==> src/rtl/mem_access.sv <==
// mem_access: load/store bus stage with byte strobes and load extension; MEM_TIMEOUT_EN adds a REQ ack timeout
module mem_access #(
    parameter int TIMEOUT_CYCLES = 16
) (
    input  logic        clk,
    input  logic        rst,
    input  logic        mem_rd,
    input  logic        mem_wr,
    input  logic [2:0]  funct3,
    input  logic [31:0] addr,
    input  logic [31:0] wdata,
    output logic        bus_req,
    output logic        bus_we,
    output logic [31:0] bus_addr,
    output logic [31:0] bus_wdata,
    output logic [3:0]  bus_wstrb,
    input  logic        bus_ack,
    input  logic [31:0] bus_rdata,
    output logic [31:0] rdata,
    output logic        done,
    output logic        fault,
    output logic        stall
);
    typedef enum logic [1:0] {IDLE, REQ, RESP} state_t;
    state_t      state_q, state_d;
    logic [31:0] addr_q, addr_d, wdata_q, wdata_d, rdata_q, rdata_d, ld_val;
    logic [3:0]  wstrb_q, wstrb_d;
    logic [2:0]  f3_q, f3_d;
    logic        we_q, we_d, fault_q, fault_d;
    logic        start, illegal, misaligned, timeout_hit;
    logic [7:0]  ld_b;
    logic [15:0] ld_h;

    assign start      = mem_rd | mem_wr;
    assign illegal    = mem_wr ? (funct3 > 3'd2) : (funct3 == 3'b011 || funct3[2:1] == 2'b11);
    assign misaligned = (funct3[1:0] == 2'b01 && addr[0]) || (funct3[1:0] == 2'b10 && addr[1:0] != 2'b00);
    assign ld_b       = bus_rdata[{addr_q[1:0], 3'b000} +: 8];
    assign ld_h       = addr_q[1] ? bus_rdata[31:16] : bus_rdata[15:0];
    assign ld_val     = f3_q[1] ? bus_rdata :
                        f3_q[0] ? {{16{~f3_q[2] & ld_h[15]}}, ld_h} :
                                  {{24{~f3_q[2] & ld_b[7]}}, ld_b};

`ifdef MEM_TIMEOUT_EN
    logic [7:0] cnt_q, cnt_d;
    assign cnt_d       = (state_q == REQ) ? cnt_q + 8'd1 : 8'd0;
    assign timeout_hit = (state_q == REQ) && (cnt_q == 8'(TIMEOUT_CYCLES - 1));
    always_ff @(posedge clk) cnt_q <= rst ? 8'd0 : cnt_d;
`else
    assign timeout_hit = (TIMEOUT_CYCLES < 0);
`endif

    always_comb begin
        state_d = state_q;
        addr_d  = addr_q;
        wdata_d = wdata_q;
        wstrb_d = wstrb_q;
        f3_d    = f3_q;
        we_d    = we_q;
        fault_d = fault_q;
        rdata_d = rdata_q;
        case (state_q)
            IDLE: if (start) begin
                addr_d  = addr;
                f3_d    = funct3;
                we_d    = mem_wr;
                fault_d = illegal | misaligned;
                wdata_d = funct3[1] ? wdata : funct3[0] ? {2{wdata[15:0]}} : {4{wdata[7:0]}};
                wstrb_d = !mem_wr ? 4'b0000 : funct3[1] ? 4'b1111 :
                          funct3[0] ? (4'b0011 << addr[1:0]) : (4'b0001 << addr[1:0]);
                state_d = (illegal | misaligned) ? RESP : REQ;
            end
            REQ: if (bus_ack) begin
                rdata_d = we_q ? rdata_q : ld_val;
                state_d = RESP;
            end else if (timeout_hit) begin
                fault_d = 1'b1;
                state_d = RESP;
            end
            default: state_d = IDLE;
        endcase
    end

    always_ff @(posedge clk) begin
        if (rst) begin
            state_q <= IDLE;
            addr_q  <= '0;
            wdata_q <= '0;
            wstrb_q <= '0;
            f3_q    <= '0;
            we_q    <= 1'b0;
            fault_q <= 1'b0;
            rdata_q <= '0;
        end else begin
            state_q <= state_d;
            addr_q  <= addr_d;
            wdata_q <= wdata_d;
            wstrb_q <= wstrb_d;
            f3_q    <= f3_d;
            we_q    <= we_d;
            fault_q <= fault_d;
            rdata_q <= rdata_d;
        end
    end

    assign bus_req   = state_q == REQ;
    assign bus_we    = bus_req & we_q;
    assign bus_wstrb = bus_req ? wstrb_q : 4'b0000;
    assign bus_addr  = {addr_q[31:2], 2'b00};
    assign bus_wdata = wdata_q;
    assign rdata     = rdata_q;
    assign done      = state_q == RESP;
    assign fault     = done & fault_q;
    assign stall     = bus_req | (state_q == IDLE && start);
endmodule
==> config.mk <==
export PLATFORM = sky130hd
export DESIGN_NAME = mem_access
export DESIGN_NICKNAME = d
export VERILOG_FILES = /design/src/rtl/mem_access.sv
export SDC_FILE = /design/constraint.sdc
export NUM_CORES = 1
export LEC_CHECK = 0
export ABC_AREA = 1
export BUFFER_PORTS_ARGS = -buffer_cell sky130_fd_sc_hd__buf_2
export CORE_MARGIN = 1.5
export CORE_UTILIZATION = 48
export DETAILED_ROUTE_END_ITERATION = 12
export PLACE_DENSITY = 0.8
export SETUP_SLACK_MARGIN = 0.02
export SYNTH_ARGS = -nofsm -noshare
export SYNTH_HDL_FRONTEND = slang
export SYNTH_SLANG_ARGS = --single-unit
==> constraint.sdc <==
create_clock -name clk -period 1.59 [get_ports clk]
set_input_delay 0.2385 -clock clk [delete_from_list [all_inputs] [get_ports clk]]
set_output_delay 0.2385 -clock clk [all_outputs]
set_load 0.02 [all_outputs]
* Word level (Yosys, flattened, before mapping)
Cells that the tools add are included.
** Storage, ports and cells
- Bits in registers :: 107
- Bits in latches :: 0
- RAM bits :: 0
- Memory bits (read-only) :: 0
- Memories :: 0
** Cells by class
- Add/subtract/negate cells :: 0
- Multipliers :: 0
- Div/mod/pow operators :: 0
- $lt $le $gt $ge :: 1
- Equality and inequality tests :: 8
- Shifts and indexed selects :: 3
- Multiplexer cells :: 14
- Bitwise operators :: 9
- Reductions and logical operators :: 10
** Operators by type and width (count)
- two-way mux 32 bit :: 4
- indexed part select 32 x 6 -> 8 bit :: 1
- two-way mux 16 bit :: 1
- two-way mux 4 bit :: 4
- == test 2 bit, second input constant :: 3
- two-way mux 2 bit :: 3
- bitwise AND 1 bit :: 4
- == test 2 x 1 -> 1 bit, second input constant :: 2
- one-hot mux 2 bit (2 select lines) :: 1
- AND reduction 2 bit :: 2
- left shift 1 x 2 -> 4 bit, first input constant :: 1
- left shift 2 x 2 -> 4 bit, first input constant :: 1
- == test 3 x 2 -> 1 bit, second input constant :: 1
- > comparator 3 x 2 -> 1 bit, second input constant :: 1
- logical AND 1 bit :: 3
- OR 1 bit :: 3
- AND reduction 3 bit :: 1
- zero test 2 bit :: 1
- logical OR 1 bit :: 2
- != test 2 x 1 -> 1 bit, second input constant :: 1
- != test 2 bit, second input constant :: 1
- inverter 1 bit :: 2
- nonzero test 2 bit :: 1
- two-way mux 1 bit :: 1

* Logic depth before layout (Yosys ltp)
- Depth in word-level cells :: 7
- Mapped depth :: 12
- Depth with buffers taken out :: 9

* Least setup slack after synthesis
No wires, ideal clock.
- Path kind :: register to register
- From :: reg state_q[0]
- To :: reg rdata_q[26], in the netlist rdata[26]
- Setup time :: 0.066 ns
- Arrival time :: 1.279 ns
- Slack :: 0.245 ns
- Stages on the path, launching flop included :: 9
- Period minus slack after synthesis :: 1.345 ns
- Cells stage by stage :: dfxtp_1 -> inv_2 -> nor2_4 -> nand3_4 -> inv_2 -> buf_4 -> buf_2 -> o21ai_0 -> a21oi_2
** Between the ends
- Cells in the longest elaborated chain, start to end :: 2
** Ends and longest elaborated chain
- start: declaration :: RTL line 25 : state_t state_q, state_d;
- start signal: assignment :: RTL line 94 : state_q <= state_d;
- == test 2 x 1 -> 1 bit
- named net bus_req :: RTL line 12 : output logic bus_req,
- AND reduction 3 bit (no line)
- end signal: assignment :: RTL line 101 : rdata_q <= rdata_d;
- end: declaration :: RTL line 26 : logic [31:0] addr_q, addr_d, wdata_q, wdata_d, rdata_q, rdata_d, ld_val;
The timed path passes the listed nets, and every way through them passes these cells.
A chain may end at the register's enable or synchronous reset.

* Worst setup path in the final report
- From :: reg state_q[1]
- To :: out stall
** Between the ends
- Cells in the longest elaborated chain, start to end :: 3
- Elaborated cells between the ends (all ways) :: 4
- Those cells by class :: eq/ne (1); bitwise (1); reduce/logical (2)
** Ends and longest elaborated chain
- zero test 2 bit :: RTL line 113 : assign stall = bus_req | (state_q == IDLE && start);
- logical AND 1 bit :: RTL line 113
- OR 1 bit (*) :: RTL line 113
- end: declaration :: RTL line 22 : output logic stall
Every way passes the cells marked *; elsewhere a longest branch is shown, timed or not.

==> out/results.ini <==
[route]
first_pass_iters=4
drt_iter0_drc=203
viasPerCell=5.147
vias=4982
wire_per_inst_um=13.40
route.detailed.drc=0
ant_nets=0
routed_wl_um=12980

[worst_setup_path]
worstSetupStartpoint=state_q[1]
crit-reg2reg-launch=addr_q[1]
critPathRequiredTime_ns=1.35
worstSetupPathType=reg2out
cp-start-kind=register
crit_arrival_ns=1.25
crit_fanout=16
regToRegSetupSlack_ns=0.17
crit_path_end_kind=primary output

[grt]
grt_usage=0.2309
gr-total-overflow=0
grt_pass1_vias=4319
grt_max_degree=51
antenna_found_initial=0
grt_pass1_wl_um=20670

[finish]
seqCellArea_mm2=0.002145
multiInputGateArea_mm2=0.002168
drive_above_1_share=0.3293
antenna_cells=0
stdcell_count=968
nets=934
area_growth_syn_to_layout_pct=22.94
fill_cells=987

[clock_tree]
ctsHoldBuffers=0
clock-sinks=107
cts_made_buffers=9
htreeDepth=3
root_buffer=clkbuf_8
cts_tree=yes
clk_latency_ns=0.36
clk_path_buf_depth=2
clkTransAtPathRegs_ns=0.11

[synth]
ys_types=29
synth_area_mm2=0.004903
synth-edff-count=0
yosys.area_share.simple=0.1995
synthAdderAreaFrac=0
synth_top_area_share=0.4368
synth_top_family_by_area=compound AO/OA/AOI/OAI gates
ys_seq_area_frac=0.4368
synth_compound_area_frac=0.2376
async_flop_share=0
synth_commonest_cells=110 x o21ai_0, 107 x dfxtp_1, 106 x nand2_1, 102 x nor2_1, 61 x a21oi_1
yosysTopAreaCell=dfxtp_1
yosysWarnings=0
muxShareOfSynthArea=0
syn_avg_cell_area_um2=7.308
synth-main-ff-cell=dfxtp_1
synth_xor_area_frac=0
ys_ff_latch=107
postSynthCellCount=671
synth_area_leaders=dfxtp_1 44%, o21ai_0 11%, nand2_1 8.1%
synth.most_common_cell=o21ai_0

[sta]
finalSetupViolations=0
skew_ns=0.01237
period_minus_slack_ns=1.484
finalSetupTns_ns=0
worst_slack_ns=0.1057
hold_viol=0
slew_viol_final=0
finalCritPeriodShare=0.9335
fmax_mhz=673.7
rsz0062_at_grt=no

[placement]
dp_slack_ns=0.2058
dp.cells=950
hpwl_um=9603
portBuffers=206
globalplace.congestion=0.8350

[die]
dieArea_mm2=0.01083
dieHeight_um=104.1
rows=36
coreArea_mm2=0.009819
start_util=0.4994
die_w_um=104.1
top_level_ports=209

[pwr]
worst_ir_drop_vdd_uv=539.7
p_per_area_mw_per_mm2=1058
power_leakage_nw=2.978

[hold_path]
worstHoldStart=addr[22]
hp-class=in2reg

[run_status]
status=finished clean

[job]
maxCapViolCount=0

==> area by class of cell <==
type / instances / share of cell area
Multi-Input combinational cell: 451 / 0.3597
Clock inverter: 7 / 0.009755
Clock buffer: 9 / 0.02055
Inverter: 36 / 0.02325
Sequential cell: 107 / 0.3557
Tap cell: 133 / 0.02760
Timing Repair Buffer: 225 / 0.2034
==> metrics by stage <==
stage	hold WS [ns]	total power [mW]	util	instance area, um^2
final	0.1156	6.378	0.6139	6028
after global routing	0.1021	6.740	0.6139	6028
after CTS	0.09902	6.402	0.6120	6010
after detailed placement	0.4589	4.833	0.5900	5793
after global placement	0.4552	4.815	0.5900	5793
after floorplan	0.3170	4.386	-	4907
==> state kept, by name (all words and copies together) (netlist names) <==
register	count
we_q	1
state_q	2
rdata	32
f3_q	3
bus_wdata	32
fault_q	1
wstrb_q	4
addr_q	32
==> final timing paths <==
kind,endpoint,cells past startpoint
worst max-delay path,stall,5
worst min-delay path,addr_q[22],3
worst max register to register,rdata[31],9
worst min register to register,wstrb_q[0],2
==> where the power goes <==
| part | switching [mW] | internal [mW] |
|---|---|---|
| clock network | 0.972 | 0.596 |
| registers | 0.132 | 2.93 |
| logic | 1.14 | 0.607 |
| total | 2.25 | 4.13 |
==> metal layers <==
layer,GRT usage,wire (um),vias up
li1,-,-,2497
met1,0.2970,5625,2250
met2,0.3903,6248,222
met3,0.04135,912,13
met4,0.07738,188,0
met5,0,0,-
==> layout by cell type (no fill, tap or decap) <==
cell type / netlist / routed
clkinv_4: 0 / 2
o211ai_1: 8 / 8
inv_6: 0 / 2
clkinv_2: 0 / 1
nand2_2: 3 / 3
buf_4: 37 / 18
a211oi_1: 1 / 1
inv_1: 33 / 29
nand2_1: 106 / 106
nand3_1: 13 / 13
inv_8: 0 / 1
dfxtp_2: 0 / 2
o21ai_1: 1 / 1
inv_4: 1 / 2
o2111ai_1: 1 / 1
buf_2: 12 / 203
dfxtp_1: 107 / 105
and3_1: 1 / 1
or2_2: 1 / 1
a21oi_1: 61 / 61
nor2_4: 2 / 2
nand3_4: 1 / 2
inv_2: 2 / 5
conb_1: 1 / 2
o21ai_0: 110 / 110
clkinvlp_4: 0 / 1
nand2_4: 4 / 4
nor2_1: 102 / 101
a31oi_1: 21 / 21
a21oi_2: 11 / 10
buf_8: 0 / 1
buf_12: 0 / 3
a21oi_4: 0 / 1
clkbuf_8: 0 / 9
nor2_2: 1 / 2
==> cells by family after synthesis <==
| logic type | after synthesis |
|---|---|
| AO/OA/AOI/OAI | 214 |
| buffers and inverters | 114 |
| flip-flops | 107 |
| other | 1 |
| AND/OR/NAND/NOR | 235 |
==> worst max-delay path: stages, from the launching register on <==
cell and delay (ns):
dfxtp_2 0.39, inv_2 0.07, nand3_4 0.09, buf_8 0.14
nand2_1 0.05, buf_2 0.15
==> repair_timing <==
| action | in CTS | in global routing |
|---|---|---|
| endpoints found under the hold margin | 0 | 0 |
| setup buffers | 2 | 0 |
| gates cloned | 0 | 0 |
| resized for setup | 6 | 7 |
| pin swaps | 2 | 1 |
| setup endpoints to repair | 6 | 7 |
Power figures use the tool's default switching activity.
